--- config.mk ---
export PLATFORM = sky130hd
export DESIGN_NAME = tks_chan_rx
export DESIGN_NICKNAME = d
export VERILOG_FILES = /design/src/rtl/tks_chan_rx.sv
export SDC_FILE = /design/constraint.sdc
export NUM_CORES = 1
export LEC_CHECK = 0
export ABC_AREA = 1
export BUFFER_PORTS_ARGS = -buffer_cell sky130_fd_sc_hd__buf_4
export CORE_ASPECT_RATIO = 1.4
export CORE_MARGIN = 2
export CORE_UTILIZATION = 55
export CTS_CLUSTER_DIAMETER = 40
export DETAILED_ROUTE_END_ITERATION = 6
export GPL_ROUTABILITY_DRIVEN = 0
export PLACE_DENSITY_LB_ADDON = 0.1
export SLEW_MARGIN = 20
export SYNTH_ARGS = -nofsm -noshare
export SYNTH_HDL_FRONTEND = slang
export SYNTH_SLANG_ARGS = --single-unit
--- constraint.sdc ---
create_clock -name clk -period 2.8 [get_ports clk]
set_clock_uncertainty 0.1 [all_clocks]
set_input_delay 0.14 -clock clk [delete_from_list [all_inputs] [get_ports clk]]
set_output_delay 0.14 -clock clk [all_outputs]
set_load 0.1 [all_outputs]
--- src/rtl/tks_chan_rx.sv ---
// tks_chan_rx: receives four-phase bundled-data transfers from an
// asynchronous producer and queues them in a small circular buffer
// that is drained through a valid/ready interface in the clk domain.
module tks_chan_rx #(
  parameter int WIDTH = 8,
  parameter int DEPTH = 2
) (
  input  logic                       clk,
  input  logic                       reset,
  input  logic                       in_r,
  input  logic [WIDTH-1:0]           in_d,
  output logic                       in_a,
  output logic                       out_valid,
  output logic [WIDTH-1:0]           out_data,
  input  logic                       out_ready,
  output logic [$clog2(DEPTH):0]     count
);

  localparam int AW = $clog2(DEPTH);
  localparam int CW = AW + 1;

  typedef enum logic [1:0] {ARM, IDLE, HOLD} state_t;

  state_t            state_q;
  state_t            state_d;
  logic              s1;
  logic              s2;
  logic              req_s;
  logic [1:0]        settle;
  logic              settled;
  logic              in_a_q;
  logic              full;
  logic              wr_en;
  logic              pop;
  logic [AW-1:0]     wr_ptr;
  logic [AW-1:0]     rd_ptr;
  logic [CW-1:0]     cnt;
  logic [WIDTH-1:0]  mem [DEPTH];

  assign req_s = s2;
  // The synchroniser is cleared by reset, so s2 only reflects the real
  // in_r level two edges after release; ARM must not trust it before then,
  // otherwise a request held across reset would look like a fresh one.
  assign settled = (settle == 2'd2);
  assign full    = (cnt == CW'(DEPTH));
  assign pop     = out_valid && out_ready;

  // Two-flop synchroniser for in_r plus a settle counter after reset.
  always_ff @(posedge clk) begin
    if (reset) begin
      s1     <= 1'b0;
      s2     <= 1'b0;
      settle <= 2'd0;
    end else begin
      s1 <= in_r;
      s2 <= s1;
      if (!settled) settle <= settle + 2'd1;
    end
  end

  // FSM state register; in_a is a flop that is high exactly in HOLD.
  always_ff @(posedge clk) begin
    if (reset) begin
      state_q <= ARM;
      in_a_q  <= 1'b0;
    end else begin
      state_q <= state_d;
      in_a_q  <= (state_d == HOLD);
    end
  end

  // Next-state logic: ARM waits for a settled low request, IDLE captures
  // when space exists (pre-edge count), HOLD waits for return-to-zero.
  always_comb begin
    state_d = state_q;
    case (state_q)
      ARM:     if (settled && !req_s) state_d = IDLE;
      IDLE:    if (req_s && !full)    state_d = HOLD;
      HOLD:    if (!req_s)            state_d = IDLE;
      default:                        state_d = ARM;
    endcase
  end

  // Output logic: buffer write strobe, only on the IDLE->HOLD transition.
  always_comb begin
    wr_en = 1'b0;
    if (state_q == IDLE && req_s && !full) wr_en = 1'b1;
  end

  // Buffer pointers and occupancy; write and pop may share an edge.
  always_ff @(posedge clk) begin
    if (reset) begin
      wr_ptr <= '0;
      rd_ptr <= '0;
      cnt    <= '0;
    end else begin
      if (wr_en) wr_ptr <= wr_ptr + AW'(1);
      if (pop)   rd_ptr <= rd_ptr + AW'(1);
      case ({wr_en, pop})
        2'b10:   cnt <= cnt + CW'(1);
        2'b01:   cnt <= cnt - CW'(1);
        default: cnt <= cnt;
      endcase
    end
  end

  // Buffer storage; in_d is stable while the request is seen high, so it
  // is sampled directly without synchronisation.
  always_ff @(posedge clk) begin
    if (wr_en && !reset) mem[wr_ptr] <= in_d;
  end

  assign in_a      = in_a_q;
  assign count     = cnt;
  assign out_valid = (cnt != '0);
  assign out_data  = mem[rd_ptr];

endmodule

==> flow_metrics.tcl <==
set metrics [dict create \
    postRouteAntennaNets 0 \
    syn_area_per_cell_sq_um 11.4 \
    clk_pin_slew_ns 0.13 \
    overflow 0 \
    worstSkewPairLatency_ns 0.31 \
    grtUsageTotal 0.170 \
    slew_violations 0 \
    synth_area_sq_mm 0.00109 \
    rsz0062_at_grt "false" \
    initial_core_util 0.566 \
    ys_types 16 \
    startpoint_type "flip-flop" \
    numCtsBuffers 3 \
    final_nets 147 \
    numPortBuffers 23 \
    r2r_cells 9 \
    setup_ws_ns 1.08 \
    slew_headroom 0.739 \
    cts_sinks 28 \
    crit_type "reg2out" \
    status "finished clean" \
    die_w_um 41.6 \
    cts_resized 0 \
    finalHoldViolCount 0 \
    drc_errors 0 \
    antennaDiodeCount 0 \
    finalSetupTns_ns 0 \
    ir_drop_mv 0.442 \
    required_ns 2.56 \
    htreeDepth 1 \
    via_per_inst 4.84 \
    cts_tree "yes" \
    cp.depth 2 \
    antenna_found_initial 0 \
    dp_worst_setup_slack_ns 1.22 \
    syn_nets 110 \
    cp-end-kind "output port" \
    first_iter_violations 21 \
    path_buf_inv 1 \
    ios 24 \
    crit_arrival_ns 1.48 \
    slowest_stage "dfxtp_1" \
    areaGrowthSynthToFinish_pct 30.3 \
    leakage_nw 0.585 \
    postRouteWirelength_um 1780 \
    cap_violations 0 \
    crit_path_max_fanout 8 \
    grt_max_degree 16 \
    hold_path_depth 4 \
    layout-drive-gt1-share 0.318 \
    place_hpwl_um 1290 \
    cts_root_buf "clkbuf_4" \
    die_area_sq_mm 0.00236 \
    setup-violations-final 0 \
    cp_top_family "flip-flops" \
    grt_pass1_wl_um 3030 \
    routedWlPerCell_um 11.6 \
    maxClockFrequency_mhz 583 \
    die_h_um 56.7 \
    rows 19 \
    power_density_mw_per_mm2 568 \
    core_sq_mm 0.00193 \
    slowest_delay_ns 0.55 \
    netlist_instances 96 \
    hold_path.class "in2reg" \
    tightest_slew_ns 0.391 \
    synth.yosys.seq_area_share 0.661 \
    first_pass_iters 4 \
    ys_seq_elements 28 \
    via_count 740 \
    crit_path_cell_trace "mux2_2 > buf_4" \
    finalCriticalPeriod_ns 1.72 \
    grt_pass1_vias 745 \
    min_period_over_period 0.613 \
    yosysWarnings 0 \
    clk_path_buf_depth 2 \
]
[cell usage in the layout (no fill, tap or decap)]
cell type,netlist,final
buf_4,0,23
inv_1,14,14
inv_2,2,2
nor2_2,2,2
ha_1,2,2
o21ai_2,1,1
clkbuf_8,0,1
nand2_2,2,2
nand3_1,3,3
dfxtp_1,12,12
o21ai_0,7,7
nor2_1,13,13
dlygate4sd3_1,0,10
edfxtp_1,16,16
clkbuf_4,0,3
nand4_1,1,1
mux2_2,8,8
nand2_1,8,8
a21oi_1,4,4
[per-stage QoR]
step | hold slack, ns | power, mW | util | instances | instance area (sq um)
final | 0.0498 | 0.807 | 0.737 | 153 | 1420
after floorplan | 0.109 | 0.584 | - | 96 | 1090
after global routing | 0.0782 | 0.842 | 0.737 | 153 | 1420
after global placement | 0.226 | 0.615 | 0.667 | 139 | 1280
after CTS | 0.0427 | 0.814 | 0.737 | 153 | 1420
after detailed placement | 0.229 | 0.622 | 0.667 | 139 | 1280
[worst register-to-register path, cell delays in order, from the launching register on]
cell and delay [ns]:
dfxtp_1 0.47, nor2_1 0.10, nor2_2 0.15, inv_1 0.07, ha_1 0.28, inv_1 0.10, nand2_1 0.06, nor2_1 0.08
nor2_1 0.04, nor2_1 0.09
[report_power, final]
part           switching [mW]  internal (mW)
combinational          0.0971         0.0543
sequential             0.0158          0.456
clock                   0.105         0.0794
total                   0.218          0.590
[state kept, by name (all words and copies together) (netlist names), named ones only]
register,flops
count,2
in_a,1
mem,16
state_q,2
s1,1
req_s,1
wr_ptr,1
rd_ptr,1
settle,2
[final cells by class]
type                            count  area, sq um
Inverter                           16         60.1
Tap cell                           21         26.3
Clock buffer                        4         36.3
Fill cell                         140          505
Multi-Input combinational cell     51          304
Sequential cell                    28          721
Timing Repair Buffer               33          273
[cell usage after synthesis, drive strengths merged]
master	n	share of area
edfxtp	16	0.44
a21oi	4	0.018
nand4	1	0.0057
mux2	8	0.083
buf	1	0.0046
inv	16	0.055
o21ai	8	0.040
nand3	3	0.014
nor2	15	0.056
ha	2	0.023
nand2	10	0.039
dfxtp	12	0.22
[logic make-up (layout without fill, tap and decap cells)]
| logic type | after synthesis | in the layout | synth area share |
|---|---|---|---|
| compound gates | 12 | 12 | 0.0586 |
| fa+ha+maj | 2 | 2 | 0.0230 |
| buf+inv | 17 | 53 | 0.0597 |
| flops | 28 | 28 | 0.661 |
| mux | 8 | 8 | 0.0827 |
| simple gates | 29 | 29 | 0.115 |
[timing repair]
| item | in CTS | in global routing |
|---|---|---|
| setup buffers | 0 | 0 |
| endpoints found under the hold margin | 21 | 0 |
| hold buffers | 10 | 0 |
[metal layers]
layer,track usage,share of wire,vias to the layer above
li1,-,-,391
met1,0.174,0.40,329
met2,0.328,0.55,18
met3,0.0193,0.039,2
met4,0.0829,0.012,0
met5,0,0,-
[worst paths after layout]
path / start / endpoint / slack [ns]
min reg2reg: s1 / req_s / 0.32
max: flip-flop / out_data[3] / 1.08
max reg2reg: count[0] / count[1] / 1.20
min: out_ready / flip-flop / 0.05
Power figures use the tool's default switching activity.
